===== config.mk =====
export PLATFORM = sky130hd
export DESIGN_NAME = mem_ram_arbiter_flat
export DESIGN_NICKNAME = d
export VERILOG_FILES = /design/src/rtl/mem_ram_arbiter_if.sv /design/src/rtl/mem_ram_arbiter.sv /design/src/flat_wrapper.sv
export SDC_FILE = /design/constraint.sdc
export NUM_CORES = 1
export LEC_CHECK = 0
export BUFFER_PORTS_ARGS = -buffer_cell sky130_fd_sc_hd__buf_4
export CAP_MARGIN = 40
export CORE_MARGIN = 5
export CORE_UTILIZATION = 50
export DETAILED_ROUTE_END_ITERATION = 16
export PLACE_DENSITY = 0.9
export SKIP_CTS_REPAIR_TIMING = 1
export SLEW_MARGIN = 20
export SYNTH_ARGS = -nofsm -noshare
export SYNTH_HDL_FRONTEND = slang
export SYNTH_SLANG_ARGS = --single-unit
export TNS_END_PERCENT = 100

===== constraint.sdc =====
create_clock -name clk -period 7 [get_ports clk]
set_input_delay 2.1 -clock clk [delete_from_list [all_inputs] [get_ports clk]]
set_output_delay 2.1 -clock clk [all_outputs]
set_load 0.01 [all_outputs]

===== src/rtl/mem_ram_arbiter_if.sv =====
// Requester-side bundle for the two-port RAM arbiter: command handshake plus read return.
interface mem_ram_arbiter_if #(
  parameter int unsigned ADDR_W = 5,
  parameter int unsigned DATA_W = 8
);
  logic              req0;
  logic              we0;
  logic [ADDR_W-1:0] addr0;
  logic [DATA_W-1:0] d0;
  logic              gnt0;
  logic              rvalid0;
  logic [DATA_W-1:0] q0;

  logic              req1;
  logic              we1;
  logic [ADDR_W-1:0] addr1;
  logic [DATA_W-1:0] d1;
  logic              gnt1;
  logic              rvalid1;
  logic [DATA_W-1:0] q1;

  // Requester view: drives commands, observes grant and read return.
  modport master (
    output req0, we0, addr0, d0,
    output req1, we1, addr1, d1,
    input  gnt0, rvalid0, q0,
    input  gnt1, rvalid1, q1
  );

  // Arbiter view.
  modport slave (
    input  req0, we0, addr0, d0,
    input  req1, we1, addr1, d1,
    output gnt0, rvalid0, q0,
    output gnt1, rvalid1, q1
  );
endinterface


===== src/rtl/mem_ram_arbiter.sv =====
// Shares one single-port synchronous RAM between two requesters. Round-robin ownership with
// bounded bursts, registered RAM command, and tagged read-valid returned two edges after accept.
module mem_ram_arbiter #(
  parameter int unsigned ADDR_W    = 5,
  parameter int unsigned DATA_W    = 8,
  parameter int unsigned MAX_BURST = 4
) (
  input  logic              clk,
  input  logic              rst,
  mem_ram_arbiter_if.slave  bus,
  output logic [ADDR_W-1:0] ram_address_o,
  output logic [DATA_W-1:0] ram_d_o,
  output logic              ram_we_o,
  input  logic [DATA_W-1:0] ram_q_i
);

  localparam int unsigned CNT_W = $clog2(MAX_BURST + 1);
  localparam logic [CNT_W-1:0] CNT_MAX = CNT_W'(MAX_BURST);
  localparam logic [CNT_W-1:0] CNT_ONE = CNT_W'(1);

  typedef enum logic [1:0] {
    S_IDLE = 2'd0,
    S_OWN0 = 2'd1,
    S_OWN1 = 2'd2
  } state_e;

  state_e            state_q, state_d;
  logic              last_q, last_d;     // 1: port 0 wins the next tie
  logic [CNT_W-1:0]  cnt_q, cnt_d;
  logic              gnt0_c, gnt1_c;

  logic              accept_c;
  logic              cmd_we_c;
  logic [ADDR_W-1:0] cmd_addr_c;
  logic [DATA_W-1:0] cmd_d_c;

  logic [ADDR_W-1:0] ram_addr_q;
  logic [DATA_W-1:0] ram_d_q;
  logic              ram_we_q;
  logic              tag_v_q, tag_p_q;   // first stage of the read-return tag
  logic              rvalid0_q, rvalid1_q;

  // Arbitration state register.
  always_ff @(posedge clk or posedge rst) begin
    if (rst) begin
      state_q <= S_IDLE;
      last_q  <= 1'b1;
      cnt_q   <= '0;
    end else begin
      state_q <= state_d;
      last_q  <= last_d;
      cnt_q   <= cnt_d;
    end
  end

  // Next-state and grant decode; the owner keeps the RAM until its burst budget is spent
  // while the other port waits.
  always_comb begin
    state_d = state_q;
    last_d  = last_q;
    cnt_d   = cnt_q;
    gnt0_c  = 1'b0;
    gnt1_c  = 1'b0;
    case (state_q)
      S_IDLE: begin
        if (bus.req0 && bus.req1) begin
          cnt_d = CNT_ONE;
          if (last_q) begin
            gnt0_c  = 1'b1;
            state_d = S_OWN0;
            last_d  = 1'b0;
          end else begin
            gnt1_c  = 1'b1;
            state_d = S_OWN1;
            last_d  = 1'b1;
          end
        end else if (bus.req0) begin
          gnt0_c  = 1'b1;
          state_d = S_OWN0;
          cnt_d   = CNT_ONE;
        end else if (bus.req1) begin
          gnt1_c  = 1'b1;
          state_d = S_OWN1;
          cnt_d   = CNT_ONE;
        end
      end
      S_OWN0: begin
        if (bus.req0 && ((cnt_q < CNT_MAX) || !bus.req1)) begin
          gnt0_c = 1'b1;
          if (cnt_q < CNT_MAX) cnt_d = cnt_q + CNT_ONE;
        end else if (bus.req1) begin
          gnt1_c  = 1'b1;
          state_d = S_OWN1;
          cnt_d   = CNT_ONE;
          last_d  = 1'b1;
        end else begin
          state_d = S_IDLE;
          cnt_d   = '0;
        end
      end
      S_OWN1: begin
        if (bus.req1 && ((cnt_q < CNT_MAX) || !bus.req0)) begin
          gnt1_c = 1'b1;
          if (cnt_q < CNT_MAX) cnt_d = cnt_q + CNT_ONE;
        end else if (bus.req0) begin
          gnt0_c  = 1'b1;
          state_d = S_OWN0;
          cnt_d   = CNT_ONE;
          last_d  = 1'b0;
        end else begin
          state_d = S_IDLE;
          cnt_d   = '0;
        end
      end
      default: begin
        state_d = S_IDLE;
        cnt_d   = '0;
      end
    endcase
  end

  // Command mux: select the granted port's command.
  always_comb begin
    accept_c   = gnt0_c | gnt1_c;
    cmd_we_c   = gnt1_c ? bus.we1   : bus.we0;
    cmd_addr_c = gnt1_c ? bus.addr1 : bus.addr0;
    cmd_d_c    = gnt1_c ? bus.d1    : bus.d0;
  end

  // RAM command registers and the two-stage {valid,port} read tag.
  always_ff @(posedge clk or posedge rst) begin
    if (rst) begin
      ram_addr_q <= '0;
      ram_d_q    <= '0;
      ram_we_q   <= 1'b0;
      tag_v_q    <= 1'b0;
      tag_p_q    <= 1'b0;
      rvalid0_q  <= 1'b0;
      rvalid1_q  <= 1'b0;
    end else begin
      if (accept_c) begin
        ram_addr_q <= cmd_addr_c;
        ram_d_q    <= cmd_d_c;
        ram_we_q   <= cmd_we_c;
      end else begin
        ram_we_q   <= 1'b0;
      end
      tag_v_q   <= accept_c & ~cmd_we_c;
      tag_p_q   <= gnt1_c;
      rvalid0_q <= tag_v_q & ~tag_p_q;
      rvalid1_q <= tag_v_q & tag_p_q;
    end
  end

  assign bus.gnt0      = gnt0_c;
  assign bus.gnt1      = gnt1_c;
  assign bus.rvalid0   = rvalid0_q;
  assign bus.rvalid1   = rvalid1_q;
  assign bus.q0        = ram_q_i;
  assign bus.q1        = ram_q_i;
  assign ram_address_o = ram_addr_q;
  assign ram_d_o       = ram_d_q;
  assign ram_we_o      = ram_we_q;

endmodule

===== src/flat_wrapper.sv =====
// flat-port wrapper written by rule: the top's interface ports become plain ports
module mem_ram_arbiter_flat 
#(
  parameter int unsigned ADDR_W    = 5,
  parameter int unsigned DATA_W    = 8,
  parameter int unsigned MAX_BURST = 4
)
  (clk, rst, ram_address_o, ram_d_o, ram_we_o, ram_q_i, bus_req0, bus_we0, bus_addr0, bus_d0, bus_req1, bus_we1, bus_addr1, bus_d1, bus_gnt0, bus_rvalid0, bus_q0, bus_gnt1, bus_rvalid1, bus_q1);
  mem_ram_arbiter_if #(.ADDR_W(ADDR_W), .DATA_W(DATA_W)) bus_i ();
  input  logic clk;
  input  logic rst;
  output logic [ADDR_W-1:0] ram_address_o;
  output logic [DATA_W-1:0] ram_d_o;
  output logic ram_we_o;
  input  logic [DATA_W-1:0] ram_q_i;
  input wire logic [$bits(bus_i.req0)-1:0] bus_req0;
  input wire logic [$bits(bus_i.we0)-1:0] bus_we0;
  input wire logic [$bits(bus_i.addr0)-1:0] bus_addr0;
  input wire logic [$bits(bus_i.d0)-1:0] bus_d0;
  input wire logic [$bits(bus_i.req1)-1:0] bus_req1;
  input wire logic [$bits(bus_i.we1)-1:0] bus_we1;
  input wire logic [$bits(bus_i.addr1)-1:0] bus_addr1;
  input wire logic [$bits(bus_i.d1)-1:0] bus_d1;
  output wire logic [$bits(bus_i.gnt0)-1:0] bus_gnt0;
  output wire logic [$bits(bus_i.rvalid0)-1:0] bus_rvalid0;
  output wire logic [$bits(bus_i.q0)-1:0] bus_q0;
  output wire logic [$bits(bus_i.gnt1)-1:0] bus_gnt1;
  output wire logic [$bits(bus_i.rvalid1)-1:0] bus_rvalid1;
  output wire logic [$bits(bus_i.q1)-1:0] bus_q1;
  assign bus_i.req0 = bus_req0;
  assign bus_i.we0 = bus_we0;
  assign bus_i.addr0 = bus_addr0;
  assign bus_i.d0 = bus_d0;
  assign bus_i.req1 = bus_req1;
  assign bus_i.we1 = bus_we1;
  assign bus_i.addr1 = bus_addr1;
  assign bus_i.d1 = bus_d1;
  assign bus_gnt0 = bus_i.gnt0;
  assign bus_rvalid0 = bus_i.rvalid0;
  assign bus_q0 = bus_i.q0;
  assign bus_gnt1 = bus_i.gnt1;
  assign bus_rvalid1 = bus_i.rvalid1;
  assign bus_q1 = bus_i.q1;
  mem_ram_arbiter #(.ADDR_W(ADDR_W), .DATA_W(DATA_W), .MAX_BURST(MAX_BURST)) u_core (.clk(clk), .rst(rst), .bus(bus_i), .ram_address_o(ram_address_o), .ram_d_o(ram_d_o), .ram_we_o(ram_we_o), .ram_q_i(ram_q_i));
endmodule

== After elaboration in Yosys (flattened, before gate mapping) ==
Index checks and enable logic that the tools add are counted.

* Bits of input ports: 40
* Logic and storage cells: 78
* Bits in registers: 24
* Output and inout bits: 34

* Multiplexer cells: 41
* Add/subtract/negate cells: 1
* Bitwise logic cells: 6
* Eq/ne operators: 8
* Reduce and logical (&&, ||, !) cells: 11
* Magnitude comparators: 1

{| class="wikitable"
|+ Operators by type and width
! cell !! number
|-
| two-way mux 1 bit || 21
|-
| two-way mux 3 bit || 6
|-
| two-way mux 2 bit || 7
|-
| one-hot mux 1 bit (3 select lines) || 3
|-
| one-hot mux 3 bit (3 select lines) || 1
|-
| two-way mux 8 bit || 1
|-
| inequality test 2 bit (second input constant) || 4
|-
| one-hot mux 2 bit (3 select lines) || 1
|-
| AND reduction 6 bit || 1
|-
| two-way mux 5 bit || 1
|-
| inequality test 4 x 3 -> 1 bit (second input constant) || 1
|-
| adder 3 x 1 -> 3 bit (second input constant) || 1
|-
| bitwise AND 1 bit || 3
|-
| logical AND 1 bit || 3
|-
| less-than comparator 3 bit (second input constant) || 1
|-
| AND reduction 3 bit || 1
|-
| nonzero test 3 bit || 1
|-
| equality test 2 x 1 -> 1 bit (second input constant) || 1
|-
| equality test 2 bit (second input constant) || 1
|-
| zero test 1 bit || 2
|-
| zero test 2 bit || 1
|-
| logical OR 1 bit || 2
|-
| inequality test 2 x 1 -> 1 bit (second input constant) || 1
|-
| NOT 1 bit || 2
|-
| bitwise OR 1 bit || 1
|}

== Longest topological paths before layout ==
* Depth after elaboration: 8
* Mapped depth: 8
* Depth with buffers taken out: 6

== Worst setup path before layout ==
No wires, ideal clock.

* Path kind: input to output
* Start point: input port bus_req0
* End point: output port bus_gnt1
* Path slack: 1992 ps
* Stages on the path: 4
* Buffers on the path: 1
* Data arrival time: 2908 ps
* Cells stage by stage: inv_1 > o41ai_4 > buf_6 > nor2_1

* Longest elaborated chain between the ends: 5

{| class="wikitable"
|+ RTL lines
! what !! RTL line !! text
|-
| from (decl) || flat_wrapper.sv:16 || <nowiki>input wire logic [$bits(bus_i.req0)-1:0] bus_req0;</nowiki>
|-
| zero test 1 bit || mem_ram_arbiter.sv:102 || <nowiki>if (bus.req1 && ((cnt_q < CNT_MAX) || !bus.req0)) begin</nowiki>
|-
| logical OR 1 bit || mem_ram_arbiter.sv:102 ||
|-
| logical AND 1 bit || mem_ram_arbiter.sv:102 ||
|-
| two-way mux 1 bit || mem_ram_arbiter.sv:102 ||
|-
| one-hot mux 1 bit (3 select lines) (*) || mem_ram_arbiter.sv:64 || <nowiki>case (state_q)</nowiki>
|-
| to (decl) || flat_wrapper.sv:27 || <nowiki>output wire logic [$bits(bus_i.gnt1)-1:0] bus_gnt1;</nowiki>
|}

Every way passes the cells marked *; elsewhere a longest branch is shown, timed or not.

== Worst setup path in the final report ==
Ends and elaborated chain as after synthesis.

==> results.sh <==
export IMPL_htreeDepth=1
export IMPL_rsz0062_at_grt="no"
export IMPL_core_area_um2=3050
export IMPL_drt_wl_total_um=3520
export IMPL_power_density_nw_per_um2=417
export IMPL_drive_above_1_share_pct=33.3
export IMPL_syn_num_nets=217
export IMPL_synthCells=172
export IMPL_relSlewSlack_pct=68.0
export IMPL_clk_latency_ns=0.32
export IMPL_grtUsageTotal_pct=16.6
export IMPL_hp_class="reg2reg"
export IMPL_drc=0
export IMPL_r2r_start="u_core.state_q[1]"
export IMPL_nNetsFinal=247
export IMPL_n_fill_cell=281
export IMPL_antenna_found_initial=0
export IMPL_vias_per_cell=5.33
export IMPL_std_cell_rows=20
export IMPL_cts_buffer_depth=2
export IMPL_start_kind="input pin"
export IMPL_register_area_um2=602
export IMPL_gp_congestion=0.813
export IMPL_die_area_um2=4420
export IMPL_wl_per_cell_um=14.4
export IMPL_required_ns=4.90
export IMPL_hp_start="u_core.tag_p_q"
export IMPL_period_needed_ns=5.30
export IMPL_grt_pass1_wl_um=5730
export IMPL_synth_top_cell_by_area="dfrtp_1"
export IMPL_cts_tree="done"
export IMPL_status="finished, final reports clean"
export IMPL_clk_pin_slew_worst_paths_ns=0.13
export IMPL_synthArstFlopShare_pct=100
export IMPL_grt_pass1_vias=1279
export IMPL_ant_nets=0
export IMPL_yosysSeqAreaShare_pct=37.8
export IMPL_port_buffers=49
export IMPL_numCtsBuffers=3
export IMPL_critical_path_arrival_ns=3.20
export IMPL_finalSetupViolations=0
export IMPL_drt_iter0_drc=53
export IMPL_cp_end_kind="output pin"
export IMPL_start_util_pct=52.2
export IMPL_startpoint="bus_req0"
export IMPL_period_share_pct=75.7
export IMPL_postSynthAreaPerCell_um2=9.27
export IMPL_yosysTopAreaCellShare_pct=36.1
export IMPL_ys_top_cells_by_area="dfrtp_1 36%, buf_4 9.4%, a221oi_1 7.7%, nor3_1 4.4%, inv_1 4.2%"
export IMPL_ys_ff_latch=24
export IMPL_max_freq_mhz=189
export IMPL_clkSinkCount=24
export IMPL_ys_types=40
export IMPL_cp_max_fo=17
export IMPL_critPathKind="in2out"
export IMPL_worstMarginPinSlew_ns=0.479
export IMPL_leakage_nw=0.929
export IMPL_synth_cell_area_um2=1590
export IMPL_area_growth_synth_to_final_pct=19.6
export IMPL_fin_ws_ns=1.70
export IMPL_grt_max_degree=32
export IMPL_drv_cap=0
export IMPL_hold_viol=0
export IMPL_yosysMostFrequentCell="dfrtp_1"
export IMPL_ir_drop_v=0.000157
export IMPL_setup_tns_final_ns=0
export IMPL_synth_enable_flop_cells=0
export IMPL_final_max_slew_viol_count=0
export IMPL_clk_root_buffer_cell="clkbuf_4"
export IMPL_overflow=0
export IMPL_insertedDiodeCount=0
export IMPL_io_pins=74
export IMPL_pre_cts_slack_ns=1.71
export IMPL_yosysWarningCount=0
export IMPL_dieWidth_um=66.5
export IMPL_multi_input_area_um2=732
export IMPL_ys_flop_type="dfrtp_1"
export IMPL_vias=1305
export IMPL_die_height_um=66.5
export IMPL_synth_commonest_cells="23 x dfrtp_1, 20 x buf_4, 18 x inv_1, 18 x nor2_1"
export IMPL_fin_worst_skew_ns=0.0105
export IMPL_post_dp_hpwl_um=2590
export IMPL_first_pass_iters=4
## routing by layer
layer	GRT usage, %	vias to the layer above	part of all wire (%)
met5	0	-	0
met1	20.1	622	42
li1	-	639	-
met4	5.08	0	0.65
met3	3.71	4	7.7
met2	29.2	40	50
## path summary, 6_finish.rpt
check                                          end  slack [ns]  cells after the start
min                             u_core.bus.rvalid0        0.44                      1
max                                       bus_gnt1        1.70                      6
min reg2reg                     u_core.bus.rvalid0        0.44                      1
max in group asynchronous            u_core.last_q        4.83                      3
min in group asynchronous           u_core.tag_v_q        1.70                      2
max reg2reg                u_core.ram_address_o[3]        4.70                      7
## layout by cell type (no fill, tap or decap), drive strengths merged, types with 2 or more instances in the layout
master   Yosys  layout
a21boi       4       4
a21o         2       2
a21oi        3       3
a221oi      14      14
a2bb2oi      2       2
a32oi        2       2
and2         5       5
buf         23      52
clkbuf       4       3
dfrtp       23      23
ha           5       5
inv         18      18
nand2        4       4
nand2b       4       4
nor2        18      18
nor2b        5       5
nor3        14      14
nor3b        2       2
o21ai        2       2
o21ba        2       2
o31ai        3       3
## sequential cells by signal, indices dropped and copies added, names as in the netlist
signal                count
u_core.ram_d_o            8
u_core.ram_we_o           1
u_core.cnt_q              3
u_core.tag_p_q            1
u_core.ram_address_o      5
u_core.state_q            2
u_core.bus.rvalid0        1
u_core.bus.rvalid1        1
u_core.last_q             1
u_core.tag_v_q            1
## area by class of cell
class	count	area share [%]
Tap cell	44	2.89
Multi-Input combinational cell	103	38.4
Inverter	18	3.54
Clock buffer	3	1.18
Timing Repair Buffer	52	20.9
Clock inverter	1	1.57
Sequential cell	24	31.6
## worst max-delay path, stage by stage
cell and delay, ns:
buf_4 0.15, inv_1 0.09, o41ai_4 0.33, buf_4 0.27
nor2_1 0.08, buf_4 0.15
## where the power goes
| group | switching, mW | internal (mW) |
|---|---|---|
| clock network | 0.0428 | 0.0579 |
| logic | 0.233 | 0.218 |
| registers | 0.0384 | 0.205 |
## through the flow
stage	hold WS, ns	util [%]	total power, mW	std cells	area, um^2
3_3_place_gp	0.423	60.2	0.685	240	1840
6_report	0.441	62.5	0.795	245	1910
2_1_floorplan	0.395	-	0.572	172	1590
4_1_cts	0.447	62.5	0.801	245	1910
3_5_place_dp	0.428	60.7	0.698	241	1850
5_1_grt	0.468	62.5	0.855	245	1910
## logic make-up after synthesis
logic type	count (synthesis)	share of synthesized area, %
adders and majority gates	5	3.92
buffers and inverters	45	16.3
muxes	1	0.706
DFF	24	37.8
and+or+nand+nor	57	18.9
AOI/OAI and AO/OA	40	22.4
(Power assumes the default switching activity.)
